### src/rtl/turfio_cout_pkg.sv
// Shared constants and types for the SURF->TURFIO COUT link: frame geometry,
// capture phase and the fixed idle/training words the serializer emits.
package turfio_cout_pkg;

    localparam int unsigned COUT_FRAME_LEN = 8;
    localparam int unsigned PHASE_W        = $clog2(COUT_FRAME_LEN);
    localparam int unsigned WORD_W         = 32;
    localparam int unsigned COUNT_W        = 16;

    localparam logic [PHASE_W-1:0] COMMAND_PHASE_RESET_VAL = 3'd1;
    localparam logic [PHASE_W-1:0] COUT_CAPTURE_PHASE      = 3'd7;

    typedef logic [WORD_W-1:0] cout_word_t;

    localparam cout_word_t COUT_IDLE_WORD  = 32'h8000_8000;
    localparam cout_word_t COUT_TRAIN_WORD = 32'hA55A_6996;

    // Index width for an N-entry one-hot, never narrower than one bit.
    function automatic int unsigned idx_w(input int unsigned n);
        return (n > 1) ? $clog2(n) : 1;
    endfunction

endpackage

### src/rtl/turfio_cout_sched_if.sv
// Requester-side and serializer-side signals of the COUT scheduler.
// master = requesters/serializer/sync source, slave = scheduler.
interface turfio_cout_sched_if #(
    parameter int unsigned NREQ = 4
);
    import turfio_cout_pkg::*;

    logic                          ifclk_sync_i;
    logic                          train_i;
    logic [NREQ-1:0][WORD_W-1:0]   req_data_i;
    logic [NREQ-1:0]               req_valid_i;
    logic [NREQ-1:0]               req_ready_o;
    cout_word_t                    cout_data_o;
    logic                          cout_valid_o;
    logic                          synced_o;
    logic                          sync_err_o;
    logic [COUNT_W-1:0]            sent_count_o;

    modport master (
        output ifclk_sync_i, train_i, req_data_i, req_valid_i,
        input  req_ready_o, cout_data_o, cout_valid_o, synced_o, sync_err_o, sent_count_o
    );

    modport slave (
        input  ifclk_sync_i, train_i, req_data_i, req_valid_i,
        output req_ready_o, cout_data_o, cout_valid_o, synced_o, sync_err_o, sent_count_o
    );

endinterface

### src/rtl/turfio_cout_sched_rr_arbiter.sv
// Combinational round-robin arbiter with optional strict priority for request 0.
// Searches upward from ptr with wrap; returns one-hot grant and its index.
module rr_arbiter
    import turfio_cout_pkg::*;
#(
    parameter  int unsigned N  = 4,
    localparam int unsigned IW = idx_w(N)
) (
    input  logic [N-1:0]  req,
    input  logic [IW-1:0] ptr,
    input  logic          prio_en,
    output logic [N-1:0]  grant,
    output logic [IW-1:0] idx,
    output logic          any
);

    logic [IW:0] pos;

    always_comb begin
        grant = '0;
        idx   = '0;
        any   = 1'b0;
        pos   = '0;
        if (prio_en && req[0]) begin
            grant[0] = 1'b1;
            any      = 1'b1;
        end
        for (int unsigned i = 0; i < N; i++) begin
            pos = {1'b0, ptr} + (IW+1)'(i);
            if (pos >= (IW+1)'(N)) begin
                pos = pos - (IW+1)'(N);
            end
            if (!any && req[IW'(pos)]) begin
                grant[IW'(pos)] = 1'b1;
                idx             = IW'(pos);
                any             = 1'b1;
            end
        end
    end

endmodule

### src/rtl/turfio_cout_sched.sv
// Schedules requester command words onto the COUT link, one word per 8-cycle
// frame, committed on the serializer's phase-7 capture edge.
module turfio_cout_sched
    import turfio_cout_pkg::*;
#(
    parameter int unsigned NREQ      = 4,
    parameter logic        PRIO_REQ0 = 1'b0
) (
    input  logic                  ifclk_i,
    input  logic                  rst_i,
    turfio_cout_sched_if.slave    bus
);

    localparam int unsigned IDX_W = idx_w(NREQ);

    logic               sync_buf;
    logic [PHASE_W-1:0] phase;
    logic [IDX_W-1:0]   rr_ptr;
    logic [NREQ-1:0]    grant;
    logic [IDX_W-1:0]   grant_idx;
    logic               grant_any;
    logic               commit_c;
    logic               grant_ok_c;
    logic [IDX_W-1:0]   ptr_next_c;

    rr_arbiter #(.N(NREQ)) u_arb (
        .req     (bus.req_valid_i),
        .ptr     (rr_ptr),
        .prio_en (PRIO_REQ0),
        .grant   (grant),
        .idx     (grant_idx),
        .any     (grant_any)
    );

    assign commit_c        = (phase == COUT_CAPTURE_PHASE);
    assign grant_ok_c      = commit_c & bus.synced_o & ~bus.train_i;
    assign bus.req_ready_o = grant & {NREQ{grant_ok_c}};
    assign ptr_next_c      = (grant_idx == IDX_W'(NREQ - 1)) ? '0 : grant_idx + IDX_W'(1);

    // Phase tracking, alignment check and word commit.
    always_ff @(posedge ifclk_i) begin
        if (rst_i) begin
            sync_buf         <= 1'b0;
            phase            <= '0;
            rr_ptr           <= '0;
            bus.cout_data_o  <= '0;
            bus.cout_valid_o <= 1'b0;
            bus.synced_o     <= 1'b0;
            bus.sync_err_o   <= 1'b0;
            bus.sent_count_o <= '0;
        end else begin
            sync_buf <= bus.ifclk_sync_i;
            phase    <= sync_buf ? COMMAND_PHASE_RESET_VAL : phase + PHASE_W'(1);
            if (sync_buf) begin
                bus.synced_o <= 1'b1;
            end
            // A sync landing anywhere but the frame boundary means we lost lock.
            if (sync_buf && bus.synced_o && (phase != '0)) begin
                bus.sync_err_o <= 1'b1;
            end
            if (commit_c) begin
                if (grant_ok_c && grant_any) begin
                    bus.cout_data_o  <= bus.req_data_i[grant_idx];
                    bus.cout_valid_o <= 1'b1;
                    bus.sent_count_o <= bus.sent_count_o + COUNT_W'(1);
                    if (!(PRIO_REQ0 && (grant_idx == '0))) begin
                        rr_ptr <= ptr_next_c;
                    end
                end else begin
                    bus.cout_valid_o <= 1'b0;
                end
            end
        end
    end

endmodule

### src/flat_wrapper.sv
// flat-port wrapper written by rule: the top's interface ports become plain ports
module turfio_cout_sched_flat import turfio_cout_pkg::*;
#(
    parameter int unsigned NREQ      = 4,
    parameter logic        PRIO_REQ0 = 1'b0
)
  (ifclk_i, rst_i, bus_ifclk_sync_i, bus_train_i, bus_req_data_i, bus_req_valid_i, bus_req_ready_o, bus_cout_data_o, bus_cout_valid_o, bus_synced_o, bus_sync_err_o, bus_sent_count_o);
  turfio_cout_sched_if #(.NREQ(NREQ)) bus_i ();
  input  logic ifclk_i;
  input  logic rst_i;
  input wire logic [$bits(bus_i.ifclk_sync_i)-1:0] bus_ifclk_sync_i;
  input wire logic [$bits(bus_i.train_i)-1:0] bus_train_i;
  input wire logic [$bits(bus_i.req_data_i)-1:0] bus_req_data_i;
  input wire logic [$bits(bus_i.req_valid_i)-1:0] bus_req_valid_i;
  output wire logic [$bits(bus_i.req_ready_o)-1:0] bus_req_ready_o;
  output wire logic [$bits(bus_i.cout_data_o)-1:0] bus_cout_data_o;
  output wire logic [$bits(bus_i.cout_valid_o)-1:0] bus_cout_valid_o;
  output wire logic [$bits(bus_i.synced_o)-1:0] bus_synced_o;
  output wire logic [$bits(bus_i.sync_err_o)-1:0] bus_sync_err_o;
  output wire logic [$bits(bus_i.sent_count_o)-1:0] bus_sent_count_o;
  assign bus_i.ifclk_sync_i = bus_ifclk_sync_i;
  assign bus_i.train_i = bus_train_i;
  assign bus_i.req_data_i = bus_req_data_i;
  assign bus_i.req_valid_i = bus_req_valid_i;
  assign bus_req_ready_o = bus_i.req_ready_o;
  assign bus_cout_data_o = bus_i.cout_data_o;
  assign bus_cout_valid_o = bus_i.cout_valid_o;
  assign bus_synced_o = bus_i.synced_o;
  assign bus_sync_err_o = bus_i.sync_err_o;
  assign bus_sent_count_o = bus_i.sent_count_o;
  turfio_cout_sched #(.NREQ(NREQ), .PRIO_REQ0(PRIO_REQ0)) u_core (.ifclk_i(ifclk_i), .rst_i(rst_i), .bus(bus_i));
endmodule
### config.mk
export PLATFORM = sky130hd
export DESIGN_NAME = turfio_cout_sched_flat
export DESIGN_NICKNAME = d
export VERILOG_FILES = /design/src/rtl/turfio_cout_pkg.sv /design/src/rtl/turfio_cout_sched_if.sv /design/src/rtl/turfio_cout_sched_rr_arbiter.sv /design/src/rtl/turfio_cout_sched.sv /design/src/flat_wrapper.sv
export SDC_FILE = /design/constraint.sdc
export NUM_CORES = 1
export LEC_CHECK = 0
export BUFFER_PORTS_ARGS = -buffer_cell sky130_fd_sc_hd__buf_2
export CELL_PAD_IN_SITES_DETAIL_PLACEMENT = 0
export CELL_PAD_IN_SITES_GLOBAL_PLACEMENT = 1
export CORE_UTILIZATION = 40
export DETAILED_ROUTE_END_ITERATION = 8
export PLACE_DENSITY = 0.92
export SYNTH_ARGS = -nofsm -noshare
export SYNTH_HDL_FRONTEND = slang
export SYNTH_SLANG_ARGS = --single-unit
### constraint.sdc
create_clock -name ifclk_i -period 5.1 [get_ports ifclk_i]
set_clock_uncertainty 0.2 [all_clocks]
set_input_delay 0.765 -clock ifclk_i [delete_from_list [all_inputs] [get_ports ifclk_i]]
set_output_delay 0.765 -clock ifclk_i [all_outputs]
set_load 0.005 [all_outputs]
==> results of run 1 <==
## sequential cells by signal, indices dropped and copies added, names as in the netlist
signal and count:
u_core.sync_buf 1, u_core.rr_ptr 2, u_core.bus.cout_valid_o 1, u_core.bus.synced_o 1, u_core.bus.sync_err_o 1, u_core.bus.sent_count_o 16
u_core.bus.cout_data_o 32, u_core.phase 3
## per-layer routing
layer  GRT usage, %  wire length [um]  share of wire, %
met3           7.61              1650               9.0
met1           31.9              7710                42
met4           9.18               403               2.2
met2           41.5              8610                47
met5              0                 0                 0
## cells in the final DEF (no fill, tap or decap), drive strengths merged, types with 3 or more instances in the layout
cell / n
ha: 11
nand3: 41
buf: 201
nand4: 6
xnor2: 5
inv: 7
nand2: 45
dfxtp: 57
mux2i: 35
and2: 33
xor2: 7
a2111oi: 32
o21ai: 40
o32ai: 32
a21oi: 46
a221o: 5
nor2: 22
and3b: 3
and3: 32
clkbuf: 13
mux4: 3
clkinv: 3
nand3b: 35
nor3: 3
o22ai: 31
nor3b: 35
nand2b: 5
and4: 3
nor4: 4
## critical path, stage by stage (launching register included)
cell	delay, ns
dfxtp_4	0.56
inv_1	0.23
ha_1	0.56
mux4_2	0.46
nor2b_4	0.43
a221o_1	0.23
o21ai_1	0.07
a21oi_1	0.21
buf_2	0.14
## power groups by stage
stage | Sequential [uW] | Clock [uW] | Combinational (uW)
2_1_floorplan | 460 | 0 | 164
3_3_place_gp | 460 | 0 | 265
3_5_place_dp | 460 | 0 | 266
4_1_cts | 450 | 581 | 267
5_1_grt | 450 | 601 | 292
6_report | 450 | 568 | 270
## through the flow
stage	hold WS (ns)	instance area, um^2
2_1_floorplan	0.240	5490
6_report	0.271	6680
5_1_grt	0.295	6680
3_3_place_gp	0.243	6400
4_1_cts	0.266	6680
3_5_place_dp	0.254	6400
## cells by family (layout without fill, tap and decap cells)
group                    after synthesis  count (layout)  share of synthesized area, %
AO/OA/AOI/OAI                        199             199                          30.1
adder cells (fa/ha/maj)               11              11                          2.51
AND/OR/NAND/NOR                      275             275                          29.4
multiplexers                          40              40                          8.02
buffers and inverters                 79             224                          7.25
flip-flops                            57              57                          20.8
XOR/XNOR                              12              12                          1.91
## final timing paths
| check | startpoint | to | cells after the start |
|---|---|---|---|
| setup / recovery | u_core.rr_ptr[0] | bus_req_ready_o[2] | 8 |
| hold / removal | u_core.bus.sync_err_o | u_core.bus.sync_err_o | 2 |
| setup reg to reg | u_core.rr_ptr[0] | u_core.bus.cout_data_o[13] | 7 |
| hold reg to reg | u_core.bus.sync_err_o | u_core.bus.sync_err_o | 2 |
## cell type report
type	instances	area (um^2)
clock inverters	3	15.0
repair buffers	201	1030
fillers	1325	6620
flip-flops and latches	57	1140
well taps	176	220
clock buffers	13	260
multi-input cells	537	3980
inverters	7	26.3
==> out/qor.yml, run 1 <==
setup_path:
  crit_fanout: 32
  cp-end-kind: "primary output"
  required_ns: 4.14
  crit_arrival_ns: 3.24
  cp-start-kind: "flip-flop"
  reg2reg_slack_ns: 1.01
  critPathKind: "flip-flop to primary output"
power:
  power_switching_uw: 373
  power_uw: 1290
  p_clk_share_pct: 44.1
  switching_share_pct: 29.0
  vdd_drop_max_mv: 0.161
  combPwrFrac_pct: 21.0
  powerDensity_nw_per_um2: 193
  p_int_uw: 915
  seqPwrFrac_pct: 35.0
  p_leak_uw: 0.00268
clocking:
  hold_buffers: 0
  clock-sinks: 57
  cts_tree: "done"
  cts_max_level: 3
  numCtsBuffers: 9
  cts_resized: 0
  clkTransAtPathRegs_ns: 0.05
  clock_latency_ns: 0.34
  clock-root-buffer: "clkbuf_16"
  cts_setup_buffers: 0
  clockBufferDepth: 2
yosys:
  synth_cell_type_count: 58
  syn_nets: 820
  yosysMostFrequentCell: "dfxtp_1"
  synth-warning-count: 0
  ys_seq_area_share_pct: 20.8
  synth_seq_cells: 57
  synth-edff-count: 0
  synth.top_cell.area_share_pct: 20.8
  synth_largest_area_cell: "dfxtp_1"
  syn_inst: 673
  ys_top_cells_by_count: "57 x dfxtp_1, 46 x a21oi_1, 45 x nand2_1"
  synthArstFlopShare_pct: 0
  synth.cell_area_um2: 5490
  synth.area.top_cells: "dfxtp_1 21%, a2111oi_2 8.2%, mux2i_1 6.4%"
  syn_area_per_cell_um2: 8.16
  synthFlopType: "dfxtp_1"
global_route:
  antenna_found_initial: 0
  grt_pass1_wl_um: 28800
  grt_max_degree: 118
  grt.total_usage_pct: 25.6
  grt_overflow_total: 0
  first_global_vias: 5504
routing:
  via_per_inst: 6.03
  ant_nets: 0
  drt-initial-drc-count: 409
  routedWlPerCell_um: 18.5
  routed_wl_um: 18400
  drtPass1Iterations: 5
  via_count: 5995
  drc_errors: 0
placed_design:
  io_buffers: 190
  dp_slack_ns: 1.04
  gp_congestion: 0.808
  dp.cells: 978
  dp.final_hpwl_um: 11900
floorplan:
  rows: 42
  fp.dieH_um: 119
  ioPinCount: 191
  coreArea_um2: 13300
  die_x_um: 119
  initial_utilization_pct: 41.3
  dieArea_um2: 14200
sta:
  period_needed_ns: 4.21
  worst_pin_slew_ns: 1.07
  setup_slack_ns: 0.893
  post-route-period-util_pct: 82.5
  tns_ns: 0
  hold_violations: 0
  finalSetupViolCount: 0
  max_clock_freq_mhz: 238
  rsz0062_at_grt: "false"
  slew_violations: 0
  relSlewSlack_pct: 28.8
layout:
  nets: 960
  n_antenna_cell: 0
  layout-drive-gt1-share_pct: 33.4
  syn2layout_area_growth_pct: 21.6
  fin_util_pct: 50.2
  fin_cells: 994
hold_path:
  worstHoldPathType: "flip-flop to flip-flop"
flow_run:
  max_cap_violations: 0
run_status:
  status: "complete, no violations"
No activity file was read; power rests on OpenSTA's default activity.
==> inputs of run 2 (changes only) <==
--- a/config.mk
+++ b/config.mk
@@ -8,9 +8,9 @@
 export BUFFER_PORTS_ARGS = -buffer_cell sky130_fd_sc_hd__buf_2
 export CELL_PAD_IN_SITES_DETAIL_PLACEMENT = 0
 export CELL_PAD_IN_SITES_GLOBAL_PLACEMENT = 1
-export CORE_UTILIZATION = 40
+export CORE_UTILIZATION = 37
 export DETAILED_ROUTE_END_ITERATION = 8
-export PLACE_DENSITY = 0.92
+export PLACE_DENSITY = 0.86
 export SYNTH_ARGS = -nofsm -noshare
 export SYNTH_HDL_FRONTEND = slang
 export SYNTH_SLANG_ARGS = --single-unit
==> constraint.sdc (replaced) <==
create_clock -name ifclk_i -period 4.1 [get_ports ifclk_i]
set_clock_uncertainty 0.2 [all_clocks]
set_input_delay 0.615 -clock ifclk_i [delete_from_list [all_inputs] [get_ports ifclk_i]]
set_output_delay 0.615 -clock ifclk_i [all_outputs]
set_load 0.005 [all_outputs]
==> run 2 against run 1 <==
  * Clock-buffer cell count fell by 1
  * Final area grew 0.97%
  * Sequential cell count unchanged
  * Clock power up 28%
  * Power grew 26%
  * Routed wire length is 2.4% higher
  * Worst hold slack got worse by 0.011 ns
  * Worst setup slack got worse by 0.56 ns
  * Sequential share of layout area decreased by 0.17 points
  * Critical path depth decreased by 1
==> out/qor.yml, run 2 (synthesis results as in run 1) <==
floorplan:
  fp.dieH_um: 124  # +3.9%
  initial_utilization_pct: 37.8  # -3.5 points
  die_x_um: 124  # +3.9%
  rows: 44  # +4.8%
  dieArea_um2: 15300  # +8.0%
  coreArea_um2: 14500  # +9.3%
  ioPinCount: 191  # unchanged
routing:
  via_count: 5986  # -0.15%
  drt-initial-drc-count: 374  # -8.6%
  ant_nets: 0  # unchanged
  drc_errors: 0  # unchanged
  routed_wl_um: 18800  # +2.4%
  via_per_inst: 5.96  # -1.2%
  routedWlPerCell_um: 18.7  # +1.3%
  drtPass1Iterations: 6  # +1
layout:
  largest_register_ffs: 32  # unchanged
  layout-drive-gt1-share_pct: 33.6  # +0.20 points
  largest-register: "u_core.bus.cout_data_o"
  num-fill-cells: 1489  # +12%
  register_area_um2: 1140  # unchanged
  layout_commonest_cell: "buf_2"
  syn2layout_area_growth_pct: 22.7
  nets: 961  # +0.10%
  fin_cells: 1005  # +1.1%
  top_regs: "u_core.bus.cout_data_o: 32 flops, u_core.bus.sent_count_o: 16 flops, u_core.phase: 3 flops"
  multiInputGateArea_um2: 3980  # unchanged
  layout_common_cells: "190 x buf_2, 56 x dfxtp_1, 45 x nand2_1, 45 x a21oi_1, 41 x nand3_1"
setup_path:
  timing.rr.start: "u_core.phase[0]"
  crit_end: "bus_req_ready_o[3]"
  cp_cell_sequence: "inv_1 > ha_1 > or3_1 > o31ai_1 > nand3_1 > a21oi_1 > buf_2"
  required_ns: 3.28  # -0.86 ns
  cp-end-kind: "primary output"
  reg2reg_depth: 7  # unchanged
  cp-start-kind: "flip-flop"
  crit_arrival_ns: 2.96  # -0.28 ns
  r2r_end: "u_core.bus.cout_data_o[31]"
  reg2reg_slack_ns: 0.58  # -0.43 ns
  slowest_stage: "dfxtp_1"
  cpPeakStageDelay_ns: 0.52  # -0.04 ns
  critPathKind: "flip-flop to primary output"
  crit_fanout: 12  # -63%
  crit_start: "u_core.rr_ptr[1]"
clocking:
  clock-sinks: 57  # unchanged
  cts_setup_buffers: 0  # unchanged
  hold_buffers: 0  # unchanged
  numCtsBuffers: 9  # unchanged
  clock-root-buffer: "clkbuf_16"
  cts_resized: 0  # unchanged
  clkTransAtPathRegs_ns: 0.05  # about the same
  clock_latency_ns: 0.32  # -0.02 ns
  cts_max_level: 3  # unchanged
  clockBufferDepth: 2  # unchanged
  cts_tree: "done"
flow_run:
  max_cap_violations: 0  # unchanged
sta:
  rsz0062_at_grt: "false"
  tns_ns: 0  # unchanged
  period_needed_ns: 3.77
  relSlewSlack_pct: 30.3  # +1.5 points
  finalSetupViolCount: 0  # unchanged
  hold_violations: 0  # unchanged
  worst_pin_slew_ns: 1.04  # -0.0268 ns
  post-route-period-util_pct: 92.0
  slew_violations: 0  # unchanged
  max_clock_freq_mhz: 265
placed_design:
  io_buffers: 190  # unchanged
  dp.final_hpwl_um: 12100  # +1.7%
  gp_congestion: 0.768  # -5.0%
  dp.cells: 987  # +0.92%
power:
  vdd_drop_max_mv: 0.188  # +17%
  powerDensity_nw_per_um2: 241  # +25%
  power_uw: 1630  # +26%
  p_leak_uw: 0.00269  # +0.48%
global_route:
  grt_pass1_wl_um: 29200  # +1.6%
  grt_max_degree: 93  # -21%
  antenna_found_initial: 2  # +2
  grt.total_usage_pct: 24.4  # -1.2 points
  grt_overflow_total: 0  # unchanged
  first_global_vias: 5656  # +2.8%
hold_path:
  worstHoldPathType: "flip-flop to flip-flop"
run_status:
  status: "complete, no violations"
-- run 2: final cells by class --
class | count | area share, %
diodes | 2 | 0.0743
clock buffers | 12 | 3.97
well taps | 184 | 3.42
multi-input cells | 537 | 59.0
repair buffers | 202 | 15.8
inverters | 7 | 0.390
flip-flops and latches | 57 | 17.0
clock inverters | 4 | 0.371
-- run 2: metal layers --
metal	GRT usage, %	vias up	share of wire, %
li1	-	2869	-
met1	30.0	2827	43
met5	0	-	0
met2	40.1	270	47
met3	8.29	20	9.5
met4	7.15	0	1.3
-- run 2: worst max-delay path: cells and delay by family, from the launching register on --
kind / cells / cell delay (ns)
AO/OA/AOI/OAI: 2 / 0.68
adder cells (fa/ha/maj): 1 / 0.48
buffers and inverters: 2 / 0.37
flip-flops: 1 / 0.52
AND/OR/NAND/NOR: 2 / 0.59
-- run 2: report_power, final --
part | switching, uW | internal, uW
sequential | 2.91 | 557
combinational | 193 | 145
clock | 267 | 460
total | 463 | 1160
-- run 2: worst min path at each step --
stage                     startpoint               endpoint  slack (ns)  depth (start not counted)
4_1_cts        u_core.bus.sync_err_o  u_core.bus.sync_err_o        0.27                          2
3_3_place_gp   u_core.bus.sync_err_o  u_core.bus.sync_err_o        0.26                          2
5_1_grt        u_core.bus.sync_err_o  u_core.bus.sync_err_o        0.29                          2
6_report       u_core.bus.sync_err_o  u_core.bus.sync_err_o        0.26                          2
2_1_floorplan        u_core.phase[0]        u_core.phase[0]        0.24                          1
3_5_place_dp   u_core.bus.sync_err_o  u_core.bus.sync_err_o        0.25                          2
-- run 2: stage by stage --
stage	area [um^2]	hold slack, ns	utilization, %	setup WS (ns)
floorplan	5490	0.240	-	0.766
global placement	6440	0.255	44.3	0.581
detailed placement	6440	0.253	44.3	0.428
CTS	6740	0.265	46.3	0.302
global route	6740	0.286	46.3	0.0395
finish	6740	0.260	46.4	0.330
